`src/rtl/sum_tx_pkg.sv`:
```
// Shared types and ASCII constants for the sum transmit sequencer.
// frame_byte() defines the layout of one frame: "A+B=SS\r\n".
package sum_tx_pkg;

  typedef enum logic [1:0] {
    IDLE = 2'd0,
    LOAD = 2'd1,
    SEND = 2'd2,
    WAIT = 2'd3
  } state_t;

  localparam int FRAME_LEN_DEFAULT = 8;

  localparam logic [7:0] ASCII_PLUS    = 8'h2B;
  localparam logic [7:0] ASCII_EQ      = 8'h3D;
  localparam logic [7:0] ASCII_CR      = 8'h0D;
  localparam logic [7:0] ASCII_LF      = 8'h0A;
  localparam logic [7:0] ASCII_ZERO    = 8'h30;
  localparam logic [7:0] ASCII_HEX_OFS = 8'h37;

  // 'A' is 0x41, which is 0x37 + 10.
  function automatic logic [7:0] hex_char(input logic [3:0] n);
    if (n < 4'd10) begin
      return ASCII_ZERO + {4'h0, n};
    end
    return ASCII_HEX_OFS + {4'h0, n};
  endfunction

  function automatic logic [7:0] frame_byte(input logic [2:0] idx,
                                            input logic [3:0] a,
                                            input logic [3:0] b,
                                            input logic [4:0] sum);
    logic [7:0] res;
    case (idx)
      3'd0:    res = hex_char(a);
      3'd1:    res = ASCII_PLUS;
      3'd2:    res = hex_char(b);
      3'd3:    res = ASCII_EQ;
      3'd4:    res = hex_char({3'b000, sum[4]});
      3'd5:    res = hex_char(sum[3:0]);
      3'd6:    res = ASCII_CR;
      default: res = ASCII_LF;
    endcase
    return res;
  endfunction

endpackage

```
`src/rtl/sum_tx_sequencer_if.sv`:
```
// Byte-stream handshake between the sequencer and a UART transmitter.
// A byte moves on every clock where tx_valid and tx_ready are both high.
interface sum_tx_if;
  logic [7:0] tx_data;
  logic       tx_valid;
  logic       tx_ready;

  modport master (output tx_data, output tx_valid, input tx_ready);
  modport slave  (input tx_data, input tx_valid, output tx_ready);
endinterface

```
`src/rtl/sum_tx_sequencer_sync.sv`:
```
// Two-flop synchronizer for an active-low asynchronous strobe with a
// one-cycle pulse on each synchronized 1->0 transition.
module sync_fall_detect (
  input  logic clk,
  input  logic reset,
  input  logic pin_n,
  output logic fall
);

  // [0] metastable stage, [1] synchronized level, [2] previous level.
  // Resetting every stage to 1 prevents a spurious edge after reset.
  logic [2:0] sync_reg;

  always_ff @(posedge clk or posedge reset) begin
    if (reset) begin
      sync_reg <= 3'b111;
    end else begin
      sync_reg <= {sync_reg[1:0], pin_n};
    end
  end

  assign fall = sync_reg[2] & ~sync_reg[1];

endmodule

```
`src/rtl/sum_tx_sequencer.sv`:
```
// Latches two nibbles via async strobes and streams "A+B=SS\r\n" to a
// UART transmitter; a B strobe requests a frame, repeats collapse into one.
module sum_tx_sequencer
  import sum_tx_pkg::*;
#(
  parameter int FRAME_LEN = FRAME_LEN_DEFAULT
) (
  input  logic           clk,
  input  logic           reset,
  input  logic           save_a_n,
  input  logic           save_b_n,
  input  logic [3:0]     data_input,
  sum_tx_if.master       tx,
  output logic           busy,
  output logic [4:0]     sum_out
);

  localparam logic [2:0] LAST_IDX = 3'(FRAME_LEN - 1);

  logic [1:0] strobe_n;
  logic [1:0] fall;

  assign strobe_n = {save_b_n, save_a_n};

  for (genvar gi = 0; gi < 2; gi++) begin : g_strobe
    sync_fall_detect u_sync (
      .clk   (clk),
      .reset (reset),
      .pin_n (strobe_n[gi]),
      .fall  (fall[gi])
    );
  end

  // Same depth as the strobe synchronizers so data and edge stay aligned.
  logic [3:0] data_meta_reg;
  logic [3:0] data_sync_reg;

  always_ff @(posedge clk or posedge reset) begin
    if (reset) begin
      data_meta_reg <= 4'hF;
      data_sync_reg <= 4'hF;
    end else begin
      data_meta_reg <= data_input;
      data_sync_reg <= data_meta_reg;
    end
  end

  state_t     state_reg,    state_next;
  logic [3:0] a_reg,        a_next;
  logic [3:0] b_reg,        b_next;
  logic       pending_reg,  pending_next;
  logic [3:0] snap_a_reg,   snap_a_next;
  logic [3:0] snap_b_reg,   snap_b_next;
  logic [4:0] sum_reg,      sum_next;
  logic [2:0] idx_reg,      idx_next;
  logic [7:0] tx_data_reg,  tx_data_next;
  logic       tx_valid_reg, tx_valid_next;
  logic [4:0] sum_calc;

  assign sum_calc = {1'b0, a_reg} + {1'b0, b_reg};

  always_ff @(posedge clk or posedge reset) begin
    if (reset) begin
      state_reg    <= IDLE;
      a_reg        <= 4'h0;
      b_reg        <= 4'h0;
      pending_reg  <= 1'b0;
      snap_a_reg   <= 4'h0;
      snap_b_reg   <= 4'h0;
      sum_reg      <= 5'h00;
      idx_reg      <= 3'd0;
      tx_data_reg  <= 8'h00;
      tx_valid_reg <= 1'b0;
    end else begin
      state_reg    <= state_next;
      a_reg        <= a_next;
      b_reg        <= b_next;
      pending_reg  <= pending_next;
      snap_a_reg   <= snap_a_next;
      snap_b_reg   <= snap_b_next;
      sum_reg      <= sum_next;
      idx_reg      <= idx_next;
      tx_data_reg  <= tx_data_next;
      tx_valid_reg <= tx_valid_next;
    end
  end

  always_comb begin
    state_next    = state_reg;
    a_next        = a_reg;
    b_next        = b_reg;
    pending_next  = pending_reg;
    snap_a_next   = snap_a_reg;
    snap_b_next   = snap_b_reg;
    sum_next      = sum_reg;
    idx_next      = idx_reg;
    tx_data_next  = tx_data_reg;
    tx_valid_next = tx_valid_reg;

    if (fall[0]) begin
      a_next = data_sync_reg;
    end
    if (fall[1]) begin
      b_next       = data_sync_reg;
      pending_next = 1'b1;
    end

    case (state_reg)
      IDLE: begin
        if (pending_reg) begin
          state_next = LOAD;
        end
      end
      LOAD: begin
        snap_a_next   = a_reg;
        snap_b_next   = b_reg;
        sum_next      = sum_calc;
        // A B edge landing in this very cycle is a new request, keep it.
        if (!fall[1]) begin
          pending_next = 1'b0;
        end
        idx_next      = 3'd0;
        tx_valid_next = 1'b1;
        tx_data_next  = frame_byte(3'd0, a_reg, b_reg, sum_calc);
        state_next    = SEND;
      end
      SEND: begin
        if (tx_valid_reg && tx.tx_ready) begin
          if (idx_reg == LAST_IDX) begin
            tx_valid_next = 1'b0;
            state_next    = WAIT;
          end else begin
            idx_next     = idx_reg + 3'd1;
            tx_data_next = frame_byte(idx_reg + 3'd1, snap_a_reg, snap_b_reg, sum_reg);
          end
        end
      end
      WAIT: begin
        state_next = pending_reg ? LOAD : IDLE;
      end
      default: begin
        state_next = IDLE;
      end
    endcase
  end

  assign tx.tx_data  = tx_data_reg;
  assign tx.tx_valid = tx_valid_reg;
  assign sum_out     = sum_reg;
  assign busy        = (state_reg != IDLE) || pending_reg;

endmodule

```
`src/flat_wrapper.sv`:
```
// flat-port wrapper written by rule: the top's interface ports become plain ports
module sum_tx_sequencer_flat import sum_tx_pkg::*;
#(
  parameter int FRAME_LEN = FRAME_LEN_DEFAULT
)
  (clk, reset, save_a_n, save_b_n, data_input, busy, sum_out, tx_tx_data, tx_tx_valid, tx_tx_ready);
  sum_tx_if tx_i ();
  input  logic clk;
  input  logic reset;
  input  logic save_a_n;
  input  logic save_b_n;
  input  logic [3:0] data_input;
  output logic busy;
  output logic [4:0] sum_out;
  output wire logic [$bits(tx_i.tx_data)-1:0] tx_tx_data;
  output wire logic [$bits(tx_i.tx_valid)-1:0] tx_tx_valid;
  input wire logic [$bits(tx_i.tx_ready)-1:0] tx_tx_ready;
  assign tx_tx_data = tx_i.tx_data;
  assign tx_tx_valid = tx_i.tx_valid;
  assign tx_i.tx_ready = tx_tx_ready;
  sum_tx_sequencer #(.FRAME_LEN(FRAME_LEN)) u_core (.clk(clk), .reset(reset), .save_a_n(save_a_n), .save_b_n(save_b_n), .data_input(data_input), .tx(tx_i), .busy(busy), .sum_out(sum_out));
endmodule
```
`config.mk`:
```
export PLATFORM = sky130hd
export DESIGN_NAME = sum_tx_sequencer_flat
export DESIGN_NICKNAME = d
export VERILOG_FILES = /design/src/rtl/sum_tx_pkg.sv /design/src/rtl/sum_tx_sequencer_if.sv /design/src/rtl/sum_tx_sequencer_sync.sv /design/src/rtl/sum_tx_sequencer.sv /design/src/flat_wrapper.sv
export SDC_FILE = /design/constraint.sdc
export NUM_CORES = 1
export LEC_CHECK = 0
export CELL_PAD_IN_SITES_DETAIL_PLACEMENT = 1
export CELL_PAD_IN_SITES_GLOBAL_PLACEMENT = 1
export CORE_ASPECT_RATIO = 1.25
export CORE_MARGIN = 5
export CORE_UTILIZATION = 48
export DETAILED_ROUTE_END_ITERATION = 10
export PLACE_DENSITY = 0.94
export SYNTH_ARGS = -nofsm -noshare
export SYNTH_HDL_FRONTEND = slang
export SYNTH_HIERARCHICAL = 1
export SYNTH_SLANG_ARGS = --single-unit
export TNS_END_PERCENT = 30
```
`constraint.sdc`:
```
create_clock -name clk -period 4.1 [get_ports clk]
set_input_delay 1.23 -clock clk [delete_from_list [all_inputs] [get_ports clk]]
set_output_delay 1.23 -clock clk [all_outputs]
set_load 0.05 [all_outputs]
```
==> results.py <==
metrics = {
    "floorplanning": {
        "die_h_um": 91.8,
        "ios": 24,
        "initial_core_util": 0.499,
        "rows": 29,
        "dieWidth_um": 75.4,
        "dieArea_um2": 6930,
        "core-area_um2": 5150,
    },
    "routing": {
        "drt_first_pass_iters": 4,
        "drtIter0Drc": 110,
        "wl_per_cell_um": 19.0,
        "routed-via-count": 1949,
        "drc": 0,
        "vias_per_cell": 5.89,
        "antenna_left": 0,
        "drt_wl_total_mm": 6.28,
    },
    "place": {
        "hpwl_mm": 4.62,
        "dp.cells": 323,
        "port_buffers": 22,
        "gp_routability_congestion": 0.872,
    },
    "logic_synthesis": {
        "synth_ff_type": "dfrtp_1",
        "ys_warn_count": 6,
        "synth_edf_count": 0,
        "synth_top_cell_area_share": 0.341,
        "synth-seq-cells": 49,
        "synth_fp_nets": 274,
        "postSynthAreaPerCell_um2": 10.5,
        "ys_types": 44,
        "synth_top_area_cell": "dfrtp_1",
        "synthTopCellsByArea": "dfrtp_1 (34%), dfstp_2 (14%), ha_1 (9.3%), o21ai_0 (5.3%), mux2_2 (4.8%)",
        "synth_cells": 245,
        "syn-cell-area_um2": 2570,
        "yosysSeqAreaShare": 0.484,
        "async_reset_ff_frac": 1.00,
    },
    "pwr": {
        "ir_worst_vdd_mv": 0.456,
        "p_per_area_nw_per_um2": 799,
        "p_leak_nw": 1.29,
    },
    "critical_path": {
        "worstReg2RegEnd": "u_core/tx.tx_data[3]$_DFFE_PP0P_",
        "r2r_start": "u_core/idx_reg[0]$_DFFE_PP0P_",
        "r2r_setup_slack_ps": 1710,
        "critical_path.top_delay_family": "buffers and inverters",
        "crit_path_end": "busy",
        "path_max_fanout": 5,
        "critPathBufInv": 2,
        "end_kind": "output pin",
        "slowest_delay_ps": 800,
        "worst_setup_path_start_kind": "flop",
        "cp_slowest_cell": "clkdlybuf4s50_1",
        "crit_start": "u_core/state_reg[0]$_DFFE_PP0P_",
        "crit_chain": "inv_1 -> ha_1 -> nand2b_1 -> clkdlybuf4s50_1",
        "cp.depth": 4,
        "cp_data_required_time_ps": 2870,
        "r2r_cells": 7,
        "crit_arrival_ps": 1920,
        "path_class": "reg2out",
    },
    "sta": {
        "rsz0062_at_grt": "false",
        "setup_violations": 0,
        "slew_violations": 0,
        "fmax_ghz": 0.318,
        "tightest_slew_ps": 758,
        "setup_tns_ps": 0,
        "fin_crit_sh": 0.768,
        "min_period_ps": 3150,
        "skew_ps": 12.1,
        "relSlewSlack": 0.495,
        "hold_viol_final": 0,
    },
    "clock_network": {
        "cts_tree": "done",
        "clk_pin_slew_ps": 90,
        "worstSkewPairLatency_ps": 310,
        "hold_buffers": 0,
        "cts_num_sinks": 49,
        "cts.htree.levels": 2,
        "clockRootBuffer": "clkbuf_8",
        "numCtsBuffers": 5,
        "cts_buffer_depth": 2,
        "post-cts-setup-buffer-count": 0,
        "ctsResizeCount": 0,
    },
    "grt": {
        "grt.total_usage": 0.194,
        "grt-ovfl-total": 0,
        "grt_pass1_wl_mm": 10.3,
        "grt_max_degree": 44,
        "grt_pass1_vias": 2081,
        "antenna_found_initial": 0,
    },
    "cells_and_area": {
        "multi_input_area_um2": 1190,
        "postLayoutCoreUtil": 0.574,
        "nNetsFinal": 297,
        "regArea_um2": 1240,
        "fill_cells": 578,
        "largest_register_ffs": 7,
        "stdcell_count": 331,
        "drive_above_1_share": 0.149,
        "num_antenna_cells": 0,
        "synthToLayoutAreaGrowth_pct": 15.0,
    },
    "worst_hold_path": {
        "holdCritPathClass": "reg2reg",
    },
    "run_status": {
        "status": "completed",
    },
    "flow_run": {
        "drv_cap": 0,
    },
}
==> cell families after synthesis <==
logic type,after synthesis,share of synthesized area
buffers and inverters,28,0.0511
xor gates and xnor gates,6,0.0204
and+or+nand+nor,54,0.112
adders and majority gates,20,0.100
other,1,0.00146
DFF,49,0.484
AOI/OAI and AO/OA,75,0.179
muxes,12,0.0521
==> layer usage <==
metal / vias to the layer above / part of all wire / GRT usage
li1: 903 / - / -
met5: - / 0 / 0
met2: 40 / 0.55 / 0.351
met3: 12 / 0.032 / 0.0295
met4: 0 / 0.020 / 0.0583
met1: 994 / 0.39 / 0.229
==> area by class of cell <==
cell class	count	area share
flip-flops and latches	49	0.421
clock inverters	2	0.0131
inverters	21	0.0267
repair buffers	23	0.0771
multi-input cells	168	0.404
clock buffers	6	0.0318
well taps	62	0.0262
==> cell usage after synthesis, types with 2 or more instances <==
cell      instances
a211oi_1          4
a21o_1            5
a21oi_1          18
a22oi_1           2
a31oi_1           4
and4b_1           3
buf_6             3
clkbuf_1          3
dfrtp_1          35
dfstp_2          14
ha_1             19
inv_1            21
mux2_2           11
nand2_1          19
nand2b_1          3
nand3_1           2
nor2_1           11
nor2b_1           5
nor2b_4           2
nor3_1            3
nor3b_1           2
o211ai_1          2
o21ai_0          27
o221ai_1          2
xnor2_1           6
==> layout by cell type, fill, tap and decap left out, drive strengths merged, types with 2 or more instances in the layout <==
cell | netlist | final
a211oi | 4 | 4
a21o | 5 | 5
a21oi | 19 | 19
a22o | 2 | 2
a22oi | 2 | 2
a31oi | 4 | 4
and4b | 3 | 3
clkbuf | 3 | 6
clkdlybuf4s50 | 0 | 22
dfrtp | 35 | 35
dfstp | 14 | 14
ha | 19 | 19
inv | 21 | 22
mux2 | 11 | 11
nand2 | 19 | 19
nand2b | 3 | 3
nand3 | 2 | 2
nor2 | 12 | 12
nor2b | 7 | 7
nor3 | 3 | 3
nor3b | 2 | 2
o211ai | 2 | 2
o21ai | 27 | 27
o221ai | 2 | 2
xnor2 | 6 | 6
==> worst min-delay path by stage <==
stage,from,end,slack [ps],cells after the start
final,u_core/data_meta_reg[0]$_DFF_PP1_,u_core/data_sync_reg[0]$_DFF_PP1_,360,0
after global routing,u_core/data_meta_reg[1]$_DFF_PP1_,u_core/data_sync_reg[1]$_DFF_PP1_,370,0
after CTS,u_core/data_meta_reg[3]$_DFF_PP1_,u_core/data_sync_reg[3]$_DFF_PP1_,360,0
after detailed placement,u_core/g_strobe[1].u_sync/sync_reg[0]$_DFF_PP1_,u_core/g_strobe[1].u_sync/sync_reg[1]$_DFF_PP1_,350,0
after global placement,u_core/data_meta_reg[1]$_DFF_PP1_,u_core/data_sync_reg[1]$_DFF_PP1_,350,0
after floorplan,u_core/data_meta_reg[0]$_DFF_PP1_,u_core/data_sync_reg[0]$_DFF_PP1_,350,0
==> worst register-to-register path, delay by kind of cell, from the launching register on <==
| family | cells | cell delay [ps] |
|---|---|---|
| buffers and inverters | 1 | 230 |
| DFF | 1 | 440 |
| adders and majority gates | 2 | 700 |
| AOI/OAI and AO/OA | 3 | 770 |
| and+or+nand+nor | 1 | 150 |
==> per-stage QoR <==
stage / hold slack, ps / total power, mW / worst slack [ps] / cell area (µm²)
after floorplan: 345 / 1.62 / 1810 / 2570
after global placement: 346 / 1.89 / 1360 / 2820
after detailed placement: 347 / 1.96 / 1280 / 2820
after CTS: 362 / 2.37 / 937 / 2960
after global routing: 368 / 2.52 / 879 / 2960
final: 359 / 2.36 / 951 / 2960
==> power breakdown <==
group	internal (mW)	total [mW]	switching, mW
sequential	0.630	0.796	0.166
combinational	0.448	1.18	0.728
clock	0.221	0.390	0.169
Note: power is estimated with default switching activity, not from simulation.
